--- src/rtl/mem_log_ctrl_if.sv ---
// ---------------------------------------------------------------------------
// mem_log_ctrl_if
//   Bundles every handshake and bus signal around mem_log_ctrl. The signal
//   names follow the controller's own port list, so the i_/o_ prefixes read
//   from the controller's point of view.
//
//   Command channel : i_cmd_valid, i_cmd, o_cmd_ready
//   Status          : o_busy, o_log_done, o_timeout
//   mem_log side    : o_log_run, o_log_read, o_log_addr, i_log_full, i_log_data
//   Readback stream : o_dat_valid, o_dat, i_dat_ready
//
//   modport master : the sequencer (mem_log_ctrl) itself
//   modport slave  : everything around it (decoder, mem_log, stream sink)
// ---------------------------------------------------------------------------
interface mem_log_ctrl_if #(
  parameter int RAM_WIDTH     = 32,
  parameter int RAM_ADDR_NBIT = 3
);

  logic                     i_cmd_valid;
  logic [1:0]               i_cmd;
  logic                     o_cmd_ready;
  logic                     o_busy;
  logic                     o_log_done;
  logic                     o_timeout;
  logic                     o_log_run;
  logic                     o_log_read;
  logic [RAM_ADDR_NBIT-1:0] o_log_addr;
  logic                     i_log_full;
  logic [RAM_WIDTH-1:0]     i_log_data;
  logic                     o_dat_valid;
  logic [RAM_WIDTH-1:0]     o_dat;
  logic                     i_dat_ready;

  modport master (
    input  i_cmd_valid, i_cmd, i_log_full, i_log_data, i_dat_ready,
    output o_cmd_ready, o_busy, o_log_done, o_timeout,
           o_log_run, o_log_read, o_log_addr, o_dat_valid, o_dat
  );

  modport slave (
    output i_cmd_valid, i_cmd, i_log_full, i_log_data, i_dat_ready,
    input  o_cmd_ready, o_busy, o_log_done, o_timeout,
           o_log_run, o_log_read, o_log_addr, o_dat_valid, o_dat
  );

endinterface

--- src/rtl/mem_log_ctrl.sv ---
// ---------------------------------------------------------------------------
// mem_log_ctrl
//   Sequencer for the mem_log capture buffer. A START command arms a capture
//   with a one-cycle run pulse, then waits for mem_log to report full (or for
//   the watchdog to expire). A DUMP command afterwards walks all 2**RAM_ADDR_NBIT
//   words in ascending order and presents each one on a valid/ready stream.
//   ABORT is honoured in every state and returns the block to IDLE.
//
// Ports
//   clk, rst          : rising-edge clock, synchronous active-high reset
//   bus (master)      : command channel, status flags, mem_log control and
//                       data, readback stream (see mem_log_ctrl_if)
//
// Parameters
//   RAM_WIDTH         : mem_log word width
//   RAM_ADDR_NBIT     : mem_log address width, depth N = 2**RAM_ADDR_NBIT
//   RD_LAT            : cycles from address change to valid read data (1..3)
//   TIMEOUT_NBIT      : watchdog width, capture gives up after 2**n-1 cycles
// ---------------------------------------------------------------------------
module mem_log_ctrl #(
  parameter int RAM_WIDTH     = 32,
  parameter int RAM_ADDR_NBIT = 3,
  parameter int RD_LAT        = 1,
  parameter int TIMEOUT_NBIT  = 16
) (
  input logic            clk,
  input logic            rst,
  mem_log_ctrl_if.master bus
);

  typedef enum logic [2:0] {
    S_IDLE,
    S_ARM,
    S_CAPTURE,
    S_DONE,
    S_RD_ADDR,
    S_RD_WAIT,
    S_SEND
  } state_t;

  localparam logic [1:0] CMD_START = 2'd1;
  localparam logic [1:0] CMD_DUMP  = 2'd2;
  localparam logic [1:0] CMD_ABORT = 2'd3;

  // RD_WAIT lasts RD_LAT cycles; the wait counter runs 0..RD_LAT-1.
  localparam logic [1:0] WAIT_LAST = 2'(RD_LAT - 1);

  state_t                   state_q, state_n;
  logic [RAM_ADDR_NBIT-1:0] idx_q, idx_n;
  logic [TIMEOUT_NBIT-1:0]  wdog_q, wdog_n, wdog_inc;
  logic [1:0]               wait_q, wait_n;
  logic [RAM_WIDTH-1:0]     dat_q, dat_n;
  logic                     done_q, done_n;
  logic                     timeout_q, timeout_n;
  logic                     abort_cmd;
  logic                     accepting;

  // Decode the two conditions every state cares about: whether the block is
  // idle enough to take a command, and whether an ABORT is being presented
  // (ABORT does not need o_cmd_ready).
  always_comb begin
    accepting = (state_q == S_IDLE) || (state_q == S_DONE);
    abort_cmd = bus.i_cmd_valid && (bus.i_cmd == CMD_ABORT);
  end

  // State and datapath registers. Reset puts everything back to an empty,
  // idle controller so no half-sent stream word or stale flag survives.
  always_ff @(posedge clk) begin
    if (rst) begin
      state_q   <= S_IDLE;
      idx_q     <= '0;
      wdog_q    <= '0;
      wait_q    <= '0;
      dat_q     <= '0;
      done_q    <= 1'b0;
      timeout_q <= 1'b0;
    end else begin
      state_q   <= state_n;
      idx_q     <= idx_n;
      wdog_q    <= wdog_n;
      wait_q    <= wait_n;
      dat_q     <= dat_n;
      done_q    <= done_n;
      timeout_q <= timeout_n;
    end
  end

  // Next-state and next-datapath logic. Every register holds by default;
  // ABORT is checked ahead of the per-state behaviour so it wins over full,
  // timeout and stream handshakes alike. The read index only ever leaves
  // zero inside the dump states and is put back to zero on the way out, so
  // o_log_addr reads 0 whenever no dump is in progress.
  always_comb begin
    state_n   = state_q;
    idx_n     = idx_q;
    wdog_n    = wdog_q;
    wait_n    = wait_q;
    dat_n     = dat_q;
    done_n    = done_q;
    timeout_n = timeout_q;
    wdog_inc  = wdog_q + TIMEOUT_NBIT'(1);

    if (abort_cmd) begin
      state_n = S_IDLE;
      idx_n   = '0;
      wdog_n  = '0;
      wait_n  = '0;
      done_n  = 1'b0;
    end else begin
      case (state_q)
        S_IDLE, S_DONE: begin
          if (bus.i_cmd_valid) begin
            if (bus.i_cmd == CMD_START) begin
              state_n   = S_ARM;
              done_n    = 1'b0;
              timeout_n = 1'b0;
            end else if ((bus.i_cmd == CMD_DUMP) && done_q) begin
              state_n = S_RD_ADDR;
              idx_n   = '0;
            end
          end
        end

        S_ARM: begin
          wdog_n  = '0;
          state_n = S_CAPTURE;
        end

        // The watchdog gives up on the cycle it would reach all-ones, which
        // makes the capture window exactly 2**TIMEOUT_NBIT-1 cycles long.
        // A full seen on that same cycle still counts as a good capture.
        S_CAPTURE: begin
          wdog_n = wdog_inc;
          if (bus.i_log_full) begin
            state_n = S_DONE;
            done_n  = 1'b1;
          end else if (&wdog_inc) begin
            state_n   = S_IDLE;
            timeout_n = 1'b1;
          end
        end

        S_RD_ADDR: begin
          wait_n  = '0;
          state_n = S_RD_WAIT;
        end

        // Address has been stable since RD_ADDR; after RD_LAT cycles here
        // mem_log's output belongs to it and is latched into the stream reg.
        S_RD_WAIT: begin
          if (wait_q == WAIT_LAST) begin
            dat_n   = bus.i_log_data;
            state_n = S_SEND;
          end else begin
            wait_n = wait_q + 2'd1;
          end
        end

        // The last word is recognised by the index being all-ones; that is
        // the only place the index wraps back to zero.
        S_SEND: begin
          if (bus.i_dat_ready) begin
            if (&idx_q) begin
              idx_n   = '0;
              state_n = S_DONE;
            end else begin
              idx_n   = idx_q + RAM_ADDR_NBIT'(1);
              state_n = S_RD_ADDR;
            end
          end
        end

        default: begin
          state_n = S_IDLE;
          idx_n   = '0;
        end
      endcase
    end
  end

  // Outputs are pure decodes of the registered state, so run/read/valid
  // never glitch on command inputs. o_dat only changes when a new word is
  // latched in RD_WAIT, which keeps it stable across a stalled SEND.
  assign bus.o_cmd_ready = accepting;
  assign bus.o_busy      = !accepting;
  assign bus.o_log_run   = (state_q == S_ARM);
  assign bus.o_log_read  = (state_q == S_RD_ADDR) || (state_q == S_RD_WAIT) ||
                           (state_q == S_SEND);
  assign bus.o_log_addr  = idx_q;
  assign bus.o_dat_valid = (state_q == S_SEND);
  assign bus.o_dat       = dat_q;
  assign bus.o_log_done  = done_q;
  assign bus.o_timeout   = timeout_q;

endmodule

--- src/flat_wrapper.sv ---
// flat-port wrapper written by rule: the top's interface ports become plain ports
module mem_log_ctrl_flat 
#(
  parameter int RAM_WIDTH     = 32,
  parameter int RAM_ADDR_NBIT = 3,
  parameter int RD_LAT        = 1,
  parameter int TIMEOUT_NBIT  = 16
)
  (clk, rst, bus_i_cmd_valid, bus_i_cmd, bus_i_log_full, bus_i_log_data, bus_i_dat_ready, bus_o_cmd_ready, bus_o_busy, bus_o_log_done, bus_o_timeout, bus_o_log_run, bus_o_log_read, bus_o_log_addr, bus_o_dat_valid, bus_o_dat);
  mem_log_ctrl_if #(.RAM_WIDTH(RAM_WIDTH), .RAM_ADDR_NBIT(RAM_ADDR_NBIT)) bus_i ();
  input logic clk;
  input logic rst;
  input wire logic [$bits(bus_i.i_cmd_valid)-1:0] bus_i_cmd_valid;
  input wire logic [$bits(bus_i.i_cmd)-1:0] bus_i_cmd;
  input wire logic [$bits(bus_i.i_log_full)-1:0] bus_i_log_full;
  input wire logic [$bits(bus_i.i_log_data)-1:0] bus_i_log_data;
  input wire logic [$bits(bus_i.i_dat_ready)-1:0] bus_i_dat_ready;
  output wire logic [$bits(bus_i.o_cmd_ready)-1:0] bus_o_cmd_ready;
  output wire logic [$bits(bus_i.o_busy)-1:0] bus_o_busy;
  output wire logic [$bits(bus_i.o_log_done)-1:0] bus_o_log_done;
  output wire logic [$bits(bus_i.o_timeout)-1:0] bus_o_timeout;
  output wire logic [$bits(bus_i.o_log_run)-1:0] bus_o_log_run;
  output wire logic [$bits(bus_i.o_log_read)-1:0] bus_o_log_read;
  output wire logic [$bits(bus_i.o_log_addr)-1:0] bus_o_log_addr;
  output wire logic [$bits(bus_i.o_dat_valid)-1:0] bus_o_dat_valid;
  output wire logic [$bits(bus_i.o_dat)-1:0] bus_o_dat;
  assign bus_i.i_cmd_valid = bus_i_cmd_valid;
  assign bus_i.i_cmd = bus_i_cmd;
  assign bus_i.i_log_full = bus_i_log_full;
  assign bus_i.i_log_data = bus_i_log_data;
  assign bus_i.i_dat_ready = bus_i_dat_ready;
  assign bus_o_cmd_ready = bus_i.o_cmd_ready;
  assign bus_o_busy = bus_i.o_busy;
  assign bus_o_log_done = bus_i.o_log_done;
  assign bus_o_timeout = bus_i.o_timeout;
  assign bus_o_log_run = bus_i.o_log_run;
  assign bus_o_log_read = bus_i.o_log_read;
  assign bus_o_log_addr = bus_i.o_log_addr;
  assign bus_o_dat_valid = bus_i.o_dat_valid;
  assign bus_o_dat = bus_i.o_dat;
  mem_log_ctrl #(.RAM_WIDTH(RAM_WIDTH), .RAM_ADDR_NBIT(RAM_ADDR_NBIT), .RD_LAT(RD_LAT), .TIMEOUT_NBIT(TIMEOUT_NBIT)) u_core (.clk(clk), .rst(rst), .bus(bus_i));
endmodule
--- config.mk ---
export PLATFORM = sky130hd
export DESIGN_NAME = mem_log_ctrl_flat
export DESIGN_NICKNAME = d
export VERILOG_FILES = /design/src/rtl/mem_log_ctrl_if.sv /design/src/rtl/mem_log_ctrl.sv /design/src/flat_wrapper.sv
export SDC_FILE = /design/constraint.sdc
export NUM_CORES = 1
export LEC_CHECK = 0
export ABC_AREA = 1
export BUFFER_PORTS_ARGS = -buffer_cell sky130_fd_sc_hd__buf_4
export CORE_MARGIN = 1.5
export CORE_UTILIZATION = 50
export CTS_BUF_LIST = sky130_fd_sc_hd__clkbuf_4
export DETAILED_ROUTE_END_ITERATION = 12
export PLACE_DENSITY_LB_ADDON = 0.1
export SYNTH_ARGS = -nofsm -noshare
export SYNTH_HDL_FRONTEND = slang
export SYNTH_SLANG_ARGS = --single-unit
--- constraint.sdc ---
create_clock -name clk -period 1.9 [get_ports clk]
set_clock_uncertainty 0.05 [all_clocks]
set_input_delay 0.19 -clock clk [delete_from_list [all_inputs] [get_ports clk]]
set_output_delay 0.19 -clock clk [all_outputs]
set_load 0.03 [all_outputs]
==> flow_summary.json <==
{
  "synth_cells": 419,
  "setup_tns_ns": 0,
  "worst_pin_slew_ns": 0.4214,
  "ys_types": 25,
  "status": "finished, final reports clean",
  "max_cap_viol_count": 0,
  "fin_crit_sh_pct": 92.19,
  "final_area_mm2": 0.004001,
  "antenna_found_initial": 0,
  "clkTransAtPathRegs_ns": 0.11,
  "synthTopCellsByArea": "dfxtp_1 42%, nor2_1 13%, nand2_1 11%, o21ai_0 6.4%, inv_1 5.5%",
  "drt-total-wl_um": 8109,
  "synth_top_area_share_pct": 41.52,
  "avgSynthCellArea_um2": 6.674,
  "overflow": 0,
  "cts_made_buffers": 9,
  "synth_enable_flop_cells": 0,
  "critPathMaxStageDelay_ns": 0.36,
  "min_period_ns": 1.752,
  "async_flop_share_pct": 0,
  "clk_latency_ns": 0.40,
  "netlist_area_mm2": 0.002796,
  "setup_slack_ns": 0.1484,
  "rr_startpoint": "u_core.wdog_q[0]$_SDFFE_PP0P_",
  "port_buffers": 80,
  "die_h_um": 77.79,
  "postPlaceCellArea_mm2": 0.003505,
  "drive_gt1_share_pct": 26.52,
  "power_leakage_uw": 0.001828,
  "final_cells": 615,
  "ys_seq_area_share_pct": 41.52,
  "cpMostUsedCell": "nand2_1",
  "drt-vias-per-instance": 5.047,
  "die_area_mm2": 0.006051,
  "vias": 3104,
  "critPathLaunch": "u_core.wdog_q[0]$_SDFFE_PP0P_",
  "final_util_pct": 73.57,
  "crit_slowest_cell": "dfxtp_2",
  "max_slew_margin_pct": 71.69,
  "synth_seq_cells": 58,
  "power_density_mw_per_mm2": 810.5,
  "cp.required_ns": 2.16,
  "report.final.setup_viol": 0,
  "min_from": "bus_i_log_full",
  "dp_hpwl_um": 4752,
  "wire_per_inst_um": 13.19,
  "worst-path-buf-inv": 0,
  "worst-r2r-setup-slack_ns": 0.15,
  "rows": 27,
  "clock.fmax_mhz": 570.9,
  "clk_path_buf_depth": 2,
  "io_pins": 81,
  "drt.antenna.violating_nets": 0,
  "crit_path_max_fanout": 5,
  "final_max_slew_viol_count": 0,
  "cts_tree": "done",
  "first_pass_iters": 4,
  "drtIter0Drc": 171,
  "path_class": "reg -> reg",
  "synth_nets": 463,
  "area_growth_pct": 43.09,
  "dp.cells": 567,
  "cp-start-kind": "flip-flop",
  "synth.most_common_cell": "nor2_1",
  "critPathCaptureType": "flip-flop",
  "crit_chain": "ha_4 > nand2_1 > nor2_4 > nand2_1 > nand2_1 > nand2_1 > nor2_1 > nand2_1 > nor2_2 > nand3_1 > nand2_2 > nand3_1 > nand2_1 > nor2_1",
  "cts_sinks": 58,
  "htree_levels": 3,
  "worst_path_dominant_cell_family": "simple AND/OR/NAND/NOR gates",
  "synth_top_area_cell": "dfxtp_1",
  "grt_pass1_vias": 2955,
  "n_antenna_cell": 0,
  "die_w_um": 77.79,
  "hold_viol": 0,
  "place_ws_ns": 0.06187,
  "hold_path_class": "in -> reg",
  "ir_drop_mv": 0.5602,
  "yosysWarnings": 0,
  "worstPathArrival_ns": 2.01,
  "clock-root-buffer": "clkbuf_4",
  "synth_top_cells_by_count": "98 x nor2_1, 81 x nand2_1, 58 x dfxtp_1, 41 x inv_1, 36 x o21ai_0",
  "track_usage_pct": 27.70,
  "grt_pass1_wl_um": 13320,
  "drc": 0,
  "initial_core_util_pct": 51.41,
  "fin_nets": 582,
  "postCtsSetupBuffers": 0,
  "synth_flop_cell": "dfxtp_1",
  "gp_congestion": 0.9057,
  "fp.coreArea_mm2": 0.005439,
  "grt_max_degree": 34
}
[stage by stage]
step / hold slack [ns] / total power (uW)
2_1_floorplan: 0.2749 / 2040
3_3_place_gp: 0.3599 / 2418
3_5_place_dp: 0.3689 / 2419
4_1_cts: 0.1123 / 3219
5_1_grt: 0.1260 / 3423
6_report: 0.1330 / 3243
[registers in the layout, summed over array words and instances (netlist names)]
| name | flops |
|---|---|
| u_core.wdog_q | 16 |
| u_core.bus.o_log_addr | 3 |
| u_core.state_q | 3 |
| u_core.bus.o_dat | 32 |
| u_core.bus.o_log_done | 1 |
| u_core.bus.o_timeout | 1 |
| u_core.wait_q | 2 |
[cells in the final DEF (no fill, tap or decap), drive strengths merged, types with 3 or more instances in the layout]
master,Yosys,layout
dfxtp,58,58
a21oi,26,26
clkbuf,12,12
dlygate4sd3,0,32
or2,4,4
nor2,103,103
buf,1,89
nor3,4,4
nand4,5,5
inv,45,45
nand3,28,28
ha,5,5
nand2,84,84
o21ai,36,36
clkinv,0,3
[what timing repair did]
action / in CTS / in global routing
endpoints found under the hold margin: 32 / 0
setup endpoints to repair: 0 / 8
resized for setup: 0 / 24
hold buffers: 32 / 0
[final timing paths]
check	to	depth (start not counted)
max	u_core.state_q[1]$_SDFFE_PP0P_	14
min reg2reg	u_core.bus.o_timeout$_SDFFE_PP0P_	2
min	u_core.bus.o_log_done$_SDFFE_PP0P_	5
max reg2reg	u_core.state_q[1]$_SDFFE_PP0P_	14
[cells by family after synthesis]
group	after synthesis	synth area share [%]
simple gates	230	35.08
flops	58	41.52
compound gates	65	12.39
buf+inv	58	7.830
fa+ha+maj	5	2.237
xor+xnor	3	0.9398
[worst reg2reg max path: cells and delay by family, from the launching register on]
| kind | cells | cell delay, ns |
|---|---|---|
| adder cells (fa/ha/maj) | 1 | 0.17 |
| flip-flops | 1 | 0.36 |
| AND/OR/NAND/NOR | 13 | 1.11 |
[cell type report]
class / count / area, um^2
clock buffer: 12 / 90.09
clock inverter: 4 / 18.77
fill: 428 / 1438
inverter: 45 / 168.9
multi-input combinational: 303 / 1465
sequential: 58 / 1176
tap: 72 / 90.09
timing repair buffer: 121 / 992.2
[power breakdown]
group / switching, uW / internal, uW
sequential: 64.8 / 1300
clock: 465 / 301
combinational: 698 / 419
total: 1230 / 2020
[per-layer routing]
| metal | global-route usage [%] | share of wire [%] | wire length [um] | vias to the layer above |
|---|---|---|---|---|
| li1 | - | - | - | 1568 |
| met1 | 34.30 | 43 | 3503 | 1411 |
| met2 | 45.74 | 48 | 3926 | 110 |
| met3 | 7.765 | 6.5 | 528 | 15 |
| met4 | 9.818 | 1.9 | 151 | 0 |
| met5 | 0 | 0 | 0 | - |
No activity file was read; power rests on OpenSTA's default activity.
